[src/rtl/bcd_timer_chain.sv]
// -----------------------------------------------------------------------------
// bcd_timer_chain
//   N-digit BCD up/down timer with a per-digit modulus, for mm:ss:cc style
//   displays. A small IDLE/RUN/DONE FSM provides stop-at-terminal or wrap
//   behaviour. It is advanced by a shared 10 ms tick strobe.
//
// Ports
//   clk_i          system clock
//   rst_ni         asynchronous active-low reset
//   tick_i         1-cycle count strobe
//   run_i          level: 1 = count, 0 = pause
//   up_i           direction: 1 = up, 0 = down
//   load_i         1-cycle synchronous load strobe (highest priority)
//   load_val_i     load value, digit i at [4i+3:4i]; clamped to DIGIT_MAX
//   digits_o       current count, same packing
//   at_terminal_o  up: all digits at max; down: all digits zero
//   running_o      FSM in RUN
//   done_o         FSM in DONE
//   wrap_pulse_o   1-cycle pulse after a terminal rollover (wrap mode only)
// -----------------------------------------------------------------------------
module bcd_timer_chain #(
  parameter int unsigned               NUM_DIGITS  = 4,
  parameter logic [4*NUM_DIGITS-1:0]   DIGIT_MAX   = {NUM_DIGITS{4'd9}},
  parameter bit                        STOP_AT_END = 1'b1
) (
  input  logic                      clk_i,
  input  logic                      rst_ni,
  input  logic                      tick_i,
  input  logic                      run_i,
  input  logic                      up_i,
  input  logic                      load_i,
  input  logic [4*NUM_DIGITS-1:0]   load_val_i,
  output logic [4*NUM_DIGITS-1:0]   digits_o,
  output logic                      at_terminal_o,
  output logic                      running_o,
  output logic                      done_o,
  output logic                      wrap_pulse_o
);

  typedef enum logic [1:0] {S_IDLE, S_RUN, S_DONE} state_e;

  state_e                         state_q, state_d;
  logic [NUM_DIGITS-1:0][3:0]     cnt_q, cnt_d;
  logic [NUM_DIGITS-1:0][3:0]     cnt_step;    // count after one step
  logic [NUM_DIGITS-1:0][3:0]     load_clamp;
  logic [NUM_DIGITS-1:0]          roll;        // digit sits at its rollover value
  logic [NUM_DIGITS-1:0]          carry;       // digit is allowed to step
  logic [NUM_DIGITS-1:0]          nxt_max, nxt_zero;
  logic                           at_terminal, nxt_terminal;
  logic                           wrap_q, wrap_d;

  // Per-digit ripple step and load clamp
  for (genvar g = 0; g < NUM_DIGITS; g++) begin : g_digit
    localparam logic [3:0] MAX = DIGIT_MAX[4*g +: 4];
    logic at_max, at_zero;
    logic [3:0] lv;

    assign at_max  = (cnt_q[g] == MAX);
    assign at_zero = (cnt_q[g] == 4'd0);
    assign roll[g] = up_i ? at_max : at_zero;

    if (g == 0) begin : g_lsd
      assign carry[g] = 1'b1;
    end else begin : g_upper
      assign carry[g] = carry[g-1] & roll[g-1];
    end

    always_comb begin
      cnt_step[g] = cnt_q[g];
      if (carry[g]) begin
        if (up_i) cnt_step[g] = at_max  ? 4'd0 : cnt_q[g] + 4'd1;
        else      cnt_step[g] = at_zero ? MAX  : cnt_q[g] - 4'd1;
      end
    end

    assign nxt_max[g]  = (cnt_step[g] == MAX);
    assign nxt_zero[g] = (cnt_step[g] == 4'd0);

    // Non-BCD nibbles (A-F) are above every legal max, so they clamp too
    assign lv            = load_val_i[4*g +: 4];
    assign load_clamp[g] = (lv > MAX) ? MAX : lv;
  end

  assign at_terminal  = &roll;
  // Terminal test on the post-step value, so stop mode halts without overshoot
  assign nxt_terminal = up_i ? (&nxt_max) : (&nxt_zero);

  always_comb begin
    state_d = state_q;
    cnt_d   = cnt_q;
    wrap_d  = 1'b0;
    if (load_i) begin
      cnt_d   = load_clamp;
      state_d = S_IDLE;
    end else begin
      case (state_q)
        S_IDLE: begin
          if (run_i) state_d = (STOP_AT_END && at_terminal) ? S_DONE : S_RUN;
        end
        S_RUN: begin
          if (!run_i) begin
            state_d = S_IDLE;
          end else if (tick_i) begin
            if (STOP_AT_END) begin
              // Direction flips can leave RUN sitting on a terminal: freeze there
              if (at_terminal) begin
                state_d = S_DONE;
              end else begin
                cnt_d = cnt_step;
                if (nxt_terminal) state_d = S_DONE;
              end
            end else begin
              cnt_d  = cnt_step;
              wrap_d = at_terminal;
            end
          end
        end
        S_DONE:  state_d = S_DONE;
        default: state_d = S_IDLE;
      endcase
    end
  end

  always_ff @(posedge clk_i or negedge rst_ni) begin
    if (!rst_ni) begin
      state_q <= S_IDLE;
      cnt_q   <= '0;
      wrap_q  <= 1'b0;
    end else begin
      state_q <= state_d;
      cnt_q   <= cnt_d;
      wrap_q  <= wrap_d;
    end
  end

  assign digits_o      = cnt_q;
  assign at_terminal_o = at_terminal;
  assign running_o     = (state_q == S_RUN);
  assign done_o        = (state_q == S_DONE);
  assign wrap_pulse_o  = wrap_q;

endmodule

[config.mk]
export PLATFORM = sky130hd
export DESIGN_NAME = bcd_timer_chain
export DESIGN_NICKNAME = d
export VERILOG_FILES = /design/src/rtl/bcd_timer_chain.sv
export SDC_FILE = /design/constraint.sdc
export NUM_CORES = 1
export LEC_CHECK = 0
export ABC_AREA = 1
export CAP_MARGIN = 10
export CORE_MARGIN = 2
export CORE_UTILIZATION = 57
export CTS_CLUSTER_SIZE = 40
export DETAILED_ROUTE_END_ITERATION = 12
export PLACE_DENSITY_LB_ADDON = 0.25
export SLEW_MARGIN = 20
export SYNTH_ARGS = -nofsm -noshare
export SYNTH_HDL_FRONTEND = slang
export SYNTH_SLANG_ARGS = --single-unit
[constraint.sdc]
create_clock -name clk_i -period 2.6 [get_ports clk_i]
set_input_delay 0.39 -clock clk_i [delete_from_list [all_inputs] [get_ports clk_i]]
set_output_delay 0.39 -clock clk_i [all_outputs]
set_load 0.01 [all_outputs]
======== Word-level counts from Yosys, hierarchy flattened ========
Index checks and enable logic that the tools add are counted.
word-level totals
  register bits ........................... 18
  input bits .............................. 22
  output and inout bits ................... 20
  logic and storage cells ................. 87
cells by class
  $add $sub $neg .......................... 8
  order comparisons ....................... 4
  eq/ne operators ......................... 14
  multiplexer cells ....................... 37
  bitwise logic cells ..................... 2
  reductions and logical operators ........ 17
operators with widths
  operator                                                             number
  16-bit 2-to-1 mux                                                    5
  4-bit 2-to-1 mux                                                     19
  4-bit == test (second input constant)                                8
  4-bit logical NOT                                                    8
  4-bit by 1-bit adder with 4-bit output (second input constant)       4
  4-bit greater-than comparator (second input constant)                4
  4-bit AND reduction                                                  4
  4-bit by 1-bit subtractor with 4-bit output (second input constant)  4
  2-bit 2-to-1 mux                                                     7
  2-bit one-hot mux with 3 select lines                                1
  2-bit nonzero test                                                   3
  1-bit 2-to-1 mux                                                     5
  5-bit by 4-bit != test with 1-bit output (second input constant)     1
  4-bit != test (second input constant)                                1
  3-bit != test (second input constant)                                1
  3-bit AND reduction                                                  1
  1-bit AND                                                            2
  2-bit by 1-bit == test with 1-bit output (second input constant)     1
  2-bit == test (second input constant)                                1
  2-bit logical NOT                                                    1
  2-bit != test (second input constant)                                1

======== Logic depth before layout (Yosys ltp) ========
  depth after elaboration ................. 14
  depth in mapped cells ................... 17
  depth with buffers taken out ............ 17

======== Worst setup path before layout ========
OpenSTA, ideal clock, no wires.
  kind .................................... register to register
  start point ............................. register cnt_q, in the netlist digits_o[6]
  end point ............................... register cnt_q, in the netlist digits_o[14]
  setup time .............................. 0.122 ns
  arrival ................................. 1.729 ns
  required time ........................... 2.478 ns
  setup slack ............................. 0.749 ns
  cell stages (with the launch flop) ...... 15
  buffers on the path ..................... 2
  clock period less this slack ............ 1.851 ns
  cells stage by stage .................... dfrtp_1 -> buf_2 -> clkinv_2 -> nand2_2 -> nor2_2 -> nand2_1 -> nand2_1 -> nand2_4 -> nor2_8 -> nand2_4 -> a41oi_4 -> inv_4 -> buf_6 -> nand2_2 -> o21ai_2
between the ends
  cells in the longest elaborated chain, start to end .. 10
  elaborated cells between the ends (all ways) .. 14
  those cells by class .................... eq/ne: 2; mux: 7; bitwise: 2; reduce/logical: 3
ends and longest elaborated chain
  what                                                line    source
  from (decl)                                         43      logic [NUM_DIGITS-1:0][3:0] cnt_q, cnt_d;
  from (signal assigned)                              131     cnt_q <= cnt_d;
  4-bit == test or 4-bit logical NOT (tied branches)  58, 59
  1-bit 2-to-1 mux (*)                                60      assign roll[g] = up_i ? at_max : at_zero;
  1-bit AND (2 in series)                             65      assign carry[g] = carry[g-1] & roll[g-1];
  4-bit 2-to-1 mux                                    70      if (carry[g]) begin
  16-bit 2-to-1 mux                                   106     if (at_terminal) begin
  16-bit 2-to-1 mux                                   103     end else if (tick_i) begin
  16-bit 2-to-1 mux                                   101     if (!run_i) begin
  16-bit 2-to-1 mux                                   96      case (state_q)
  16-bit 2-to-1 mux                                   92      if (load_i) begin
Mark *: on every way between the ends. The rest lies on a longest branch, timed or not. The select of a mux whose other input is x is not followed.
A chain may end at the register's enable or synchronous reset.

======== Worst setup path after layout ========
  start point ............................. register cnt_q, in the netlist digits_o[1]
  end point ............................... output port at_terminal_o
between the ends
  cells in the longest elaborated chain, start to end .. 3
  elaborated cells between the ends (all ways) .. 4
  those cells by class .................... eq/ne: 1; mux: 1; reduce/logical: 2
ends and longest elaborated chain
  what                                                line    source
  4-bit == test or 4-bit logical NOT (tied branches)  58, 59
  1-bit 2-to-1 mux (*)                                60
  4-bit AND reduction (*)                             84      assign at_terminal = &roll;
  to (decl)                                           34      output logic at_terminal_o,
Mark *: on every way between the ends. The rest lies on a longest branch, timed or not.

==> impl_metrics.py <==
metrics = {
    "critical_path": {
        "endpoint_kind": "output pin",
        "cp.depth": 10,
        "slowest_delay_ps": 530,
        "path_common_cell": "nand2_4",
        "r2r_end": "state_q[0]",
        "endpoint": "at_terminal_o",
        "startpoint": "digits_o[1]",
        "crit_family": "buffers and inverters",
        "cp_data_arrival_time_ps": 2080,
        "path_cells": "nor2_4 -> nand2_2 -> nand2_4 -> nand2_8 -> clkinv_4 -> nand2_4 -> nor2_8 -> nand2_4 -> inv_1 -> clkdlybuf4s50_1",
        "r2r-start": "digits_o[5]",
        "startpoint_type": "register",
        "r2r_cells": 15,
        "ff2ff_setup_slack_ps": 570,
        "critPathSlowestCell": "clkdlybuf4s50_1",
        "cp.buffers_inverters": 3,
        "critPathMaxFanout": 7,
        "crit_type": "register to output pin",
        "worstPathRequired_ps": 2210,
    },
    "clock_network": {
        "cts_buffers": 3,
        "ctsHtreeMaxLevel": 1,
        "tritoncts": "done",
        "cts_max_path_buffers": 2,
        "cts_root_buf": "clkbuf_8",
        "cts.sinks": 18,
        "clkTransAtPathRegs_ps": 80,
        "postCtsHoldBufs": 0,
        "clkLatencyLatePin_ps": 270,
    },
    "timing": {
        "max_freq_mhz": 405,
        "min_period_ps": 2470,
        "clock_skew_ps": 2.06,
        "maxSlewViolCount": 0,
        "finalHoldViolCount": 0,
        "hold-worst-slack_ps": 458,
        "rsz0062_at_grt": "no",
        "setup_viol": 0,
        "tns_ps": 0,
        "fin_crit_sh_pct": 94.9,
    },
    "layout": {
        "layout-drive-gt1-share_pct": 17.1,
        "nNetsFinal": 415,
        "antenna_cells": 0,
        "fin_area_um2": 2620,
        "utilization_pct": 72.5,
        "area_growth_pct": 24.6,
        "fillerInstances": 328,
    },
    "route": {
        "drc_errors": 0,
        "dr_total_vias": 2351,
        "drt_pre_antenna_iters": 4,
        "ant_nets": 0,
        "drtIter0Drc": 196,
        "vias_per_cell": 5.34,
        "wl_per_cell_um": 12.3,
        "finalWirelength_um": 5420,
    },
    "min_path": {
        "hold_path.class": "input port to asynchronous set/reset pin",
    },
    "logic_synthesis": {
        "synthTopCellsByCount": "nand2_1 (133), nor2_1 (38), nand3_1 (31)",
        "synth_mux_area_share_pct": 0,
        "synth-async-reset-ratio_pct": 100,
        "synth-simple-area-share_pct": 51.7,
        "synth_compound_area_share_pct": 15.6,
        "synth_edf_count": 0,
        "netlist_instances": 354,
        "synthAdderAreaFrac_pct": 0,
        "yosysWarnings": 0,
        "synth_cell_type_count": 35,
        "synth_top_family_by_area": "simple AND/OR/NAND/NOR gates",
        "avgSynthCellArea_um2": 5.93,
        "yosysSeqAreaShare_pct": 21.5,
        "netlist_area_um2": 2100,
        "synth_top_area_share_pct": 23.8,
        "ys_ff_latch": 18,
        "yosys-top-cells-area": "nand2_1 (24%), dfrtp_1 (21%), nand3_1 (7.4%)",
        "synth.most_common_cell": "nand2_1",
        "synth_nets": 376,
        "synth_top_area_cell": "nand2_1",
        "synth-xor-area-share_pct": 0,
        "synthFlopType": "dfrtp_1",
    },
    "die": {
        "placementRows": 22,
        "die_y_um": 64.7,
        "die_area_um2": 4180,
        "die_w_um": 64.7,
        "initial_core_util_pct": 58.2,
        "io_pins": 42,
        "core_um2": 3610,
    },
    "place": {
        "io_buffer_count": 40,
        "gp_congestion": 0.891,
        "placed_area_um2": 2520,
        "dpl.hpwl_um": 4040,
    },
    "global_routing": {
        "grt.total_usage_pct": 27.6,
        "grt-ovfl-total": 0,
        "grt_pass1_vias": 2201,
        "grt_max_degree": 28,
        "grt_pass1_wl_um": 9180,
        "grt_antenna_before_repair": 0,
    },
    "power_and_ir_drop": {
        "p_total_uw": 1800,
        "cellPowerDensity_nw_per_um2": 689,
        "ir_drop_mv": 0.371,
        "leakage_uw": 0.00135,
    },
    "run": {
        "cap_violations": 0,
    },
    "outcome": {
        "outcome": "finished, final reports clean",
    },
}
-- timing repair --
item / in CTS / in global routing
buffers inserted: 0 / 3
gates resized for setup: 0 / 9
setup endpoints to repair: 0 / 1
-- per-stage QoR --
stage | std cells | setup WS (ps)
6_report | 440 | 133
5_1_grt | 440 | 23.3
4_1_cts | 437 | 18.1
3_5_place_dp | 433 | 29.0
3_3_place_gp | 433 | 39.8
2_1_floorplan | 354 | 749
-- state kept, by name, indices dropped and copies added, names as in the netlist --
name and flops:
digits_o 16, state_q 2
-- worst reg2reg max path, stage by stage, from the launching register on --
cell     delay [ps]
dfrtp_2         460
buf_4           180
nor2_1          130
nand2_1          70
nand2_1          60
nand2_2          80
nor2_8          170
nand3_1         110
nand2_1         100
nand2_1          80
nor2_1          120
nand3_1          90
nand3_1         100
nand2_1          70
nand2_1          60
nand2_1          40
-- worst min-delay path by stage --
stage,from,end,slack (ps),cells after the start
5_1_grt,rst_ni,digits_o[3],490,2
2_1_floorplan,rst_ni,digits_o[0],90,0
3_5_place_dp,state_q[0],state_q[0],520,2
4_1_cts,rst_ni,digits_o[1],460,2
6_report,rst_ni,digits_o[3],460,2
3_3_place_gp,state_q[0],state_q[0],510,2
-- layout make-up --
class	instances	area [um2]	area share [%]
Multi-Input combinational cell	285	1420	54.4
Timing Repair Buffer	48	473	18.1
Sequential cell	18	458	17.5
Inverter	37	148	5.65
Tap cell	48	60.1	2.30
Clock buffer	4	55.1	2.11
-- layer usage --
metal | up-vias | track usage [%] | wire length, um
met1 | 1047 | 34.4 | 2430
met3 | 12 | 4.69 | 315
li1 | 1215 | - | -
met2 | 77 | 48.0 | 2570
met4 | 0 | 9.31 | 98
met5 | - | 0 | 0
-- power by group --
part	internal [uW]	total [uW]	switching, uW
combinational	439	1070	629
sequential	352	486	134
clock	135	248	113
-- kinds of logic (layout without fill, tap and decap cells) --
| family | Yosys count | count (layout) |
|---|---|---|
| other cells | 1 | 1 |
| buf+inv | 51 | 89 |
| compound gates | 46 | 46 |
| simple gates | 238 | 238 |
| flops | 18 | 18 |
-- placed cells by master, fill, tap and decap left out, drive strengths merged, types with 2 or more instances in the layout --
cell           synthesis  routed
nand2                150     150
dfrtp                 18      18
clkdlybuf4s50          0      39
buf                   11       7
clkbuf                 3       5
o21ai                 26      26
nand4                  7       7
nor2                  43      43
a22oi                  2       2
clkinv                 2       2
o22ai                  5       5
nand3                 31      31
o211ai                 2       2
a41oi                  2       2
a21oi                  7       7
nor3                   4       4
inv                   35      35
No activity file was read; power rests on OpenSTA's default activity.
